## config.mk

```make
export PLATFORM = sky130hd
export DESIGN_NAME = reg_writeback
export DESIGN_NICKNAME = d
export VERILOG_FILES = /design/src/rtl/wb_pkg.sv /design/src/rtl/wb_fifo.sv /design/src/rtl/reg_writeback.sv
export SDC_FILE = /design/constraint.sdc
export NUM_CORES = 1
export LEC_CHECK = 0
export ABC_AREA = 1
export ABC_CLOCK_PERIOD_IN_PS = 8000
export CORE_UTILIZATION = 30
export CTS_CLUSTER_DIAMETER = 80
export DETAILED_ROUTE_END_ITERATION = 16
export PLACE_DENSITY = 0.56
export SYNTH_ARGS = -nofsm -noshare
export SYNTH_HDL_FRONTEND = slang
export SYNTH_SLANG_ARGS = --single-unit
```

## constraint.sdc

```tcl
create_clock -name clk -period 8 [get_ports clk]
set_input_delay 1.2 -clock clk [delete_from_list [all_inputs] [get_ports clk]]
set_output_delay 1.2 -clock clk [all_outputs]
set_load 0.05 [all_outputs]
```

## src/rtl/wb_pkg.sv

```systemverilog
// wb_pkg: shared widths and the FIFO entry type for the register writeback path
package wb_pkg;
    localparam int XLEN = 32;
    localparam int REG_ADDR_W = 5;
    typedef struct packed {
        logic [REG_ADDR_W-1:0] rd;
        logic [XLEN-1:0]       data;
    } wb_entry_t;
endpackage

```

## src/rtl/wb_fifo.sv

```systemverilog
// wb_fifo: DEPTH-entry FIFO with two ordered push ports (a lands before b) and one pop port
module wb_fifo
    import wb_pkg::*;
#(
    parameter int DEPTH = 4
) (
    input  logic                   clk,
    input  logic                   rst_n,
    input  logic                   push_a,
    input  wb_entry_t              entry_a,
    input  logic                   push_b,
    input  wb_entry_t              entry_b,
    input  logic                   pop,
    output wb_entry_t              head,
    output logic [$clog2(DEPTH):0] count
);
    localparam int AW = $clog2(DEPTH);
    wb_entry_t     mem [DEPTH];
    logic [AW-1:0] wr_ptr, rd_ptr, wr_b;
    assign wr_b = push_a ? wr_ptr + AW'(1) : wr_ptr;
    assign head = mem[rd_ptr];
    always_ff @(posedge clk) begin
        if (push_a) mem[wr_ptr] <= entry_a;
        if (push_b) mem[wr_b] <= entry_b;
    end
    always_ff @(posedge clk or negedge rst_n) begin
        if (!rst_n) begin
            wr_ptr <= '0;
            rd_ptr <= '0;
            count  <= '0;
        end else begin
            wr_ptr <= wr_ptr + AW'(push_a) + AW'(push_b);
            rd_ptr <= rd_ptr + AW'(pop);
            count  <= count + (AW+1)'(push_a) + (AW+1)'(push_b) - (AW+1)'(pop);
        end
    end
endmodule

```

## src/rtl/reg_writeback.sv

```systemverilog
// reg_writeback: merges ALU and load results into one registered regfile write port.
// Optional busy scoreboard and decode stall under REG_WRITEBACK_SCOREBOARD_EN.
module reg_writeback
    import wb_pkg::*;
#(
    parameter int DEPTH = 4
) (
    input  logic                  clk,
    input  logic                  rst_n,
    input  logic                  alu_valid,
    output logic                  alu_ready,
    input  logic [REG_ADDR_W-1:0] alu_rd,
    input  logic [XLEN-1:0]       alu_data,
    input  logic                  lsu_valid,
    output logic                  lsu_ready,
    input  logic [REG_ADDR_W-1:0] lsu_rd,
    input  logic [XLEN-1:0]       lsu_data,
    output logic                  wen,
    output logic [REG_ADDR_W-1:0] rd_addr,
    output logic [XLEN-1:0]       rd_wdata,
    input  logic                  issue_valid,
    input  logic [REG_ADDR_W-1:0] issue_rd,
    input  logic [REG_ADDR_W-1:0] rs1_addr,
    input  logic [REG_ADDR_W-1:0] rs2_addr,
    output logic                  stall
);
    localparam int CW = $clog2(DEPTH) + 1;
    logic [CW-1:0] count;
    wb_entry_t     head, lsu_entry, alu_entry;
    logic          ready, lsu_push, alu_push, pop;
    // Two free slots guarantee both sources can land in the same cycle
    assign ready     = rst_n && count <= CW'(DEPTH - 2);
    assign alu_ready = ready;
    assign lsu_ready = ready;
    assign lsu_push  = lsu_valid && ready && lsu_rd != '0;
    assign alu_push  = alu_valid && ready && alu_rd != '0;
    assign lsu_entry = {lsu_rd, lsu_data};
    assign alu_entry = {alu_rd, alu_data};
    assign pop       = count != '0;
    wb_fifo #(.DEPTH(DEPTH)) u_fifo (
        .clk     (clk),
        .rst_n   (rst_n),
        .push_a  (lsu_push),
        .entry_a (lsu_entry),
        .push_b  (alu_push),
        .entry_b (alu_entry),
        .pop     (pop),
        .head    (head),
        .count   (count)
    );
    always_ff @(posedge clk or negedge rst_n) begin
        if (!rst_n) begin
            wen      <= 1'b0;
            rd_addr  <= '0;
            rd_wdata <= '0;
        end else begin
            wen <= pop;
            if (pop) begin
                rd_addr  <= head.rd;
                rd_wdata <= head.data;
            end
        end
    end
`ifdef REG_WRITEBACK_SCOREBOARD_EN
    logic [31:1] busy, set_mask, clr_mask;
    logic [31:0] busy_x;
    assign set_mask = (issue_valid && issue_rd != '0) ? 31'(1) << (issue_rd - 5'd1) : '0;
    assign clr_mask = (wen && rd_addr != '0) ? 31'(1) << (rd_addr - 5'd1) : '0;
    assign busy_x   = {busy, 1'b0};
    assign stall    = busy_x[rs1_addr] | busy_x[rs2_addr] | busy_x[issue_rd];
    // Set is applied after clear so a same-edge reissue keeps the register busy
    always_ff @(posedge clk or negedge rst_n) begin
        if (!rst_n) busy <= '0;
        else busy <= (busy & ~clr_mask) | set_mask;
    end
`else
    logic unused_issue;
    assign unused_issue = ^{issue_valid, issue_rd, rs1_addr, rs2_addr};
    assign stall = 1'b0;
`endif
endmodule

```

==> results of run 1 <==
==> logic make-up after synthesis <==
group           synth area share, %
compound gates                6.173
xor+xnor                     0.2635
fa+ha+maj                     1.481
buf+inv                       6.449
flops                         55.86
other cells                 0.03761
simple gates                  29.74
==> layer usage <==
layer,part of all wire (%),GRT usage [%]
met5,0.084,0
met4,2.3,6.700
met3,5.4,3.359
met2,50,30.57
met1,42,20.98
==> worst paths after layout <==
kind	cells after the start	from	endpoint	slack, ns
max	6	rst_n	u_fifo.mem[0][10]	2.71
min	2	u_fifo.mem[1][3]	rd_wdata[3]	0.54
max reg2reg	8	u_fifo.count[1]	u_fifo.mem[0][10]	3.36
min reg2reg	2	u_fifo.mem[1][3]	rd_wdata[3]	0.54
max in group asynchronous	2	rst_n	u_fifo.rd_ptr[0]	6.54
min in group asynchronous	2	rst_n	rd_addr[2]	0.91
==> through the flow <==
| step | util (%) | setup WS [ns] | area (um^2) | total power, mW |
|---|---|---|---|---|
| after floorplan | - | 4.408 | 9972 | 2.908 |
| after global placement | 34.42 | 2.156 | 11230 | 3.456 |
| after detailed placement | 34.42 | 2.166 | 11230 | 3.479 |
| after CTS | 36.02 | 2.607 | 11750 | 4.254 |
| after global routing | 36.03 | 2.298 | 11750 | 4.477 |
| final | 36.03 | 2.714 | 11750 | 4.223 |
==> critical path: cells and delay by family <==
family,cells,cell delay (ns)
buffers and inverters,2,0.64
and+or+nand+nor,4,3.42
==> area by class of cell <==
class	count	area [um^2]	share of cell area (%)
inverter	14	52.55	0.4471
antenna	2	5.005	0.04258
sequential	193	5573	47.41
clock buffer	20	436.7	3.715
multi-input combinational	795	3776	32.13
tap	442	553.0	4.705
timing repair buffer	131	1271	10.82
clock inverter	12	86.33	0.7345
==> registers in the layout, indices dropped and copies added, names as in the netlist <==
signal,flops
rd_addr,5
rd_wdata,32
u_fifo.count,3
u_fifo.mem,148
u_fifo.rd_ptr,2
u_fifo.wr_ptr,2
wen,1
==> power by group through the flow <==
| stage | Clock (mW) | Sequential (mW) | Combinational [mW] |
|---|---|---|---|
| 6_report | 0.784 | 1.48 | 1.96 |
| 4_1_cts | 0.794 | 1.48 | 1.98 |
| 5_1_grt | 0.832 | 1.50 | 2.15 |
| 3_5_place_dp | 0 | 1.50 | 1.98 |
| 3_3_place_gp | 0 | 1.50 | 1.96 |
| 2_1_floorplan | 0 | 1.78 | 1.12 |
==> cell usage in the layout (no fill, tap or decap), drive strengths merged <==
master / n
dfrtp: 45
clkdlybuf4s50: 116
nand4: 148
nand2: 323
nor2: 192
edfxtp: 148
xor2: 2
fa: 3
clkbuf: 20
xnor2: 1
conb: 1
ha: 7
buf: 15
nand3: 5
a21oi: 1
clkinv: 7
diode: 2
clkinvlp: 3
o21ai: 75
a31oi: 37
inv: 16
==> flow_summary.json, run 1 <==
{
  "wire_per_inst_um": 17.86,
  "cts_made_buffers": 17,
  "pwr-share-seq_pct": 35.0,
  "p_int_mw": 2.266,
  "min_period_over_period_pct": 66.08,
  "synth_top_area_share_pct": 44.57,
  "crit_chain": "buf_2 > buf_4 > nand2_4 > nor2_4 > nand3_2 > nand2_2",
  "post_cts_buffers": 0,
  "fin_cells": 1609,
  "drt-total-wl_um": 28740,
  "clock_sinks": 193,
  "end_kind": "flop",
  "fillers": 3265,
  "fin_nets": 1256,
  "critPathSlowestCell": "nand2_2",
  "power_frac_clock_pct": 18.6,
  "finClkSkew_ns": 0.008275,
  "synth_most_common_cell": "nand2_1",
  "synth_cell_type_count": 27,
  "setup.worst_path.class": "primary input to flop",
  "period_minus_slack_ns": 5.286,
  "fin_hold_ws_ns": 0.5410,
  "grt_max_degree": 104,
  "clock_latency_ns": 0.43,
  "critPathLaunchType": "primary input",
  "drive_above_1_share_pct": 6.094,
  "rsz0062_at_grt": "false",
  "drc": 0,
  "area_growth_syn_to_layout_pct": 17.87,
  "ctsHoldBuffers": 0,
  "swShare_pct": 46.34,
  "relSlewSlack_pct": 22.36,
  "grt_pass1_vias": 7891,
  "vias": 8089,
  "boundaryPins": 135,
  "gp_congestion": 0.7321,
  "ys_ff_latch": 193,
  "num_rows": 66,
  "arrival_ns": 5.33,
  "hold_viol_final": 0,
  "dpl.cell_count": 1575,
  "core-area_mm2": 0.03262,
  "ys_top_cells_by_area": "edfxtp_1 (45%), nand2_1 (12%), dfrtp_1 (11%)",
  "syn_inst": 1099,
  "h-tree-depth": 4,
  "cap_violations": 0,
  "overflow": 0,
  "antenna_found_initial": 5,
  "async_flop_share_pct": 23.32,
  "portBuffers": 117,
  "start_util_pct": 30.57,
  "hold_path.class": "flop to flop",
  "syn-num-nets": 1203,
  "syn-cell-area_mm2": 0.009972,
  "tightest_slew_ns": 1.160,
  "vdd_drop_max_v": 0.0003465,
  "max_freq_mhz": 189.2,
  "maxSlewViolCount": 0,
  "synth_warnings": 0,
  "cts.path.max_buffers": 2,
  "die_area_mm2": 0.03397,
  "die_h_um": 184.3,
  "first_pass_iters": 5,
  "p_sw_mw": 1.957,
  "via_per_inst": 5.027,
  "cts_tree": "built",
  "grtUsageTotal_pct": 17.43,
  "combinationalPowerShare_pct": 46.5,
  "yosysSeqAreaShare_pct": 55.86,
  "status": "complete, no violations",
  "p_leak_nw": 4.627,
  "dp_hpwl_um": 15840,
  "die_w_um": 184.3,
  "synth_common_cells": "nand2_1 (315), nor2_1 (189), edfxtp_1 (148), nand4_1 (148), o21ai_0 (74)",
  "required_ns": 8.04,
  "p_per_area_mw_per_mm2": 359.3,
  "clkTransAtPathRegs_ns": 0.07,
  "root_buffer": "clkbuf_16",
  "drtIter0Drc": 608,
  "yosysTopAreaCell": "edfxtp_1",
  "grt_pass1_wl_um": 44480,
  "critPathMaxStageDelay_ns": 1.31,
  "synth_edf_count": 148,
  "syn_area_per_cell_um2": 9.074,
  "synth_ff_type": "edfxtp_1",
  "cp_max_fo": 52,
  "tns_ns": 0,
  "cts_resized": 0,
  "setup_violations": 0,
  "final_antenna_net_count": 0
}
(Power assumes the default switching activity.)
==> run 2, diff against run 1 <==
ABC_CLOCK_PERIOD_IN_PS = 5000   (was 8000)
clock period = 5 ns   (was 8 ns; I/O delays follow)
==> run 2 against run 1 <==
Clock power increased by 84%; critical endpoint is now u_fifo.count[2]; first-iteration DRC count fell by 6.3%; utilization rose by 0.59 points; largest power group unchanged; largest cell class unchanged.
==> flow_summary.json, run 2 (synthesized netlist as in run 1, its figures left out) <==
{
  "tightest_slew_ns": 0.9353,
  "dp_hpwl_um": 16960,
  "grt_pass1_wl_um": 44750,
  "cts_tree": "built",
  "boundaryPins": 135,
  "r2r_setup_slack_ns": 1.84,
  "crit_buf_inv": 3,
  "largestRegisters": "u_fifo.mem (148), rd_wdata (32), rd_addr (5)",
  "grt_max_degree": 78,
  "h-tree-depth": 4,
  "antenna_found_initial": 3,
  "num_rows": 66,
  "p_leak_nw": 4.737,
  "combinationalPowerShare_pct": 46.7,
  "core-area_mm2": 0.03262,
  "root_buffer": "clkbuf_16",
  "cts_made_buffers": 17,
  "clock_latency_ns": 0.44,
  "relSlewSlack_pct": 37.65,
  "max_freq_mhz": 297.9,
  "r2r_cells": 12,
  "clock_sinks": 193,
  "p_int_mw": 3.791,
  "critPathMaxStageDelay_ns": 0.71,
  "critPathLaunchType": "primary input",
  "tns_ns": 0,
  "hold_viol_final": 0,
  "p_per_area_mw_per_mm2": 586.4,
  "drive_above_1_share_pct": 7.149,
  "min_period_over_period_pct": 67.14,
  "required_ns": 5.35,
  "setup.worst_path.class": "primary input to flop",
  "status": "complete, no violations",
  "drt-total-wl_um": 29280,
  "dpl.cell_count": 1585,
  "critPathTopFamily": "adder cells",
  "overflow": 0,
  "mostFrequentLayoutCell": "nand2_1",
  "largest_reg_flops": 148,
  "die_h_um": 184.3,
  "portBuffers": 117,
  "end_kind": "flop",
  "regMostFlops": "u_fifo.mem",
  "layout_common_cells": "nand2_1 (310), nor2_1 (189), nand4_1 (148), edfxtp_1 (148), clkdlybuf4s50_1 (116)",
  "critPathSlowestCell": "nor2_4",
  "cts_resized": 0,
  "die_area_mm2": 0.03397,
  "pwr-share-seq_pct": 32.8,
  "vias": 8156,
  "wire_per_inst_um": 18.09,
  "r2r-end": "u_fifo.count[2]",
  "ctsHoldBuffers": 0,
  "setup_violations": 0,
  "cap_violations": 0,
  "fin_nets": 1266,
  "reg2reg_from": "u_fifo.count[1]",
  "rsz0062_at_grt": "false",
  "power_frac_clock_pct": 20.5,
  "p_sw_mw": 3.215,
  "crit_chain": "clkdlybuf4s50_1 > nor2_1 > nand2_1 > o21ai_1 > nor2_4 > inv_1 > ha_1 > inv_1 > fa_1 > fa_1 > xnor2_1",
  "post_cts_buffers": 0,
  "drc": 0,
  "swShare_pct": 45.89,
  "grtUsageTotal_pct": 17.63,
  "start_util_pct": 30.57,
  "clkTransAtPathRegs_ns": 0.08,
  "die_w_um": 184.3,
  "final_antenna_net_count": 0,
  "first_pass_iters": 5,
  "gp_congestion": 0.7443,
  "finClkSkew_ns": 0.01374,
  "hold_path.class": "primary input to asynchronous set/reset pin",
  "fin_cells": 1618,
  "via_per_inst": 5.041,
  "period_minus_slack_ns": 3.357,
  "vdd_drop_max_v": 0.0004709,
  "cts.path.max_buffers": 2,
  "grt_pass1_vias": 7710,
  "cp_max_fo": 39,
  "area_growth_syn_to_layout_pct": 19.80,
  "drtIter0Drc": 570,
  "maxSlewViolCount": 0,
  "arrival_ns": 3.71
}
run 2: layout make-up:
cell class              instances  area [um^2]
repair buffers                141         1371
diodes                          1        2.502
fillers                      3212        20670
clock buffers                  17        425.4
flip-flops and latches        193         5573
clock inverters                15        192.7
well taps                     442        553.0
multi-input cells             795         3776
inverters                      14        52.55
run 2: power by group through the flow:
stage / combinational, mW / sequential (mW) / clock [mW]
after floorplan: 1.80 / 2.86 / 0
after global placement: 3.25 / 2.33 / 0
after detailed placement: 3.30 / 2.34 / 0
after CTS: 3.30 / 2.30 / 1.46
after global routing: 3.54 / 2.34 / 1.52
final: 3.27 / 2.30 / 1.44
run 2: metrics by stage:
stage / hold slack (ns) / total power, mW / cell area [um^2] / worst slack (ns) / util, %
floorplan: 0.4544 / 4.653 / 9972 / 1.858 / -
global placement: 0.5139 / 5.582 / 11330 / 1.191 / 34.72
detailed placement: 0.5257 / 5.641 / 11330 / 1.175 / 34.72
CTS: 0.3125 / 7.063 / 11940 / 1.638 / 36.62
global route: 0.3236 / 7.399 / 11940 / 1.463 / 36.62
finish: 0.3115 / 7.005 / 11950 / 1.643 / 36.62
run 2: worst max-delay path by stage:
stage / startpoint / to / slack, ns / cells past startpoint
2_1_floorplan: rst_n / u_fifo.mem[3][0] / 1.86 / 9
3_3_place_gp: alu_rd[1] / u_fifo.count[2] / 1.19 / 11
3_5_place_dp: alu_rd[1] / u_fifo.count[2] / 1.17 / 11
4_1_cts: alu_rd[1] / u_fifo.count[2] / 1.64 / 11
5_1_grt: alu_rd[2] / u_fifo.count[2] / 1.46 / 11
6_report: alu_rd[1] / u_fifo.count[2] / 1.64 / 11
run 2: routing by layer:
layer	track usage, %	wire, um	vias up
li1	-	-	3950
met2	30.57	14850	250
met1	21.52	12060	3912
met3	3.537	1787	40
met4	6.500	555	4
met5	0	26	-
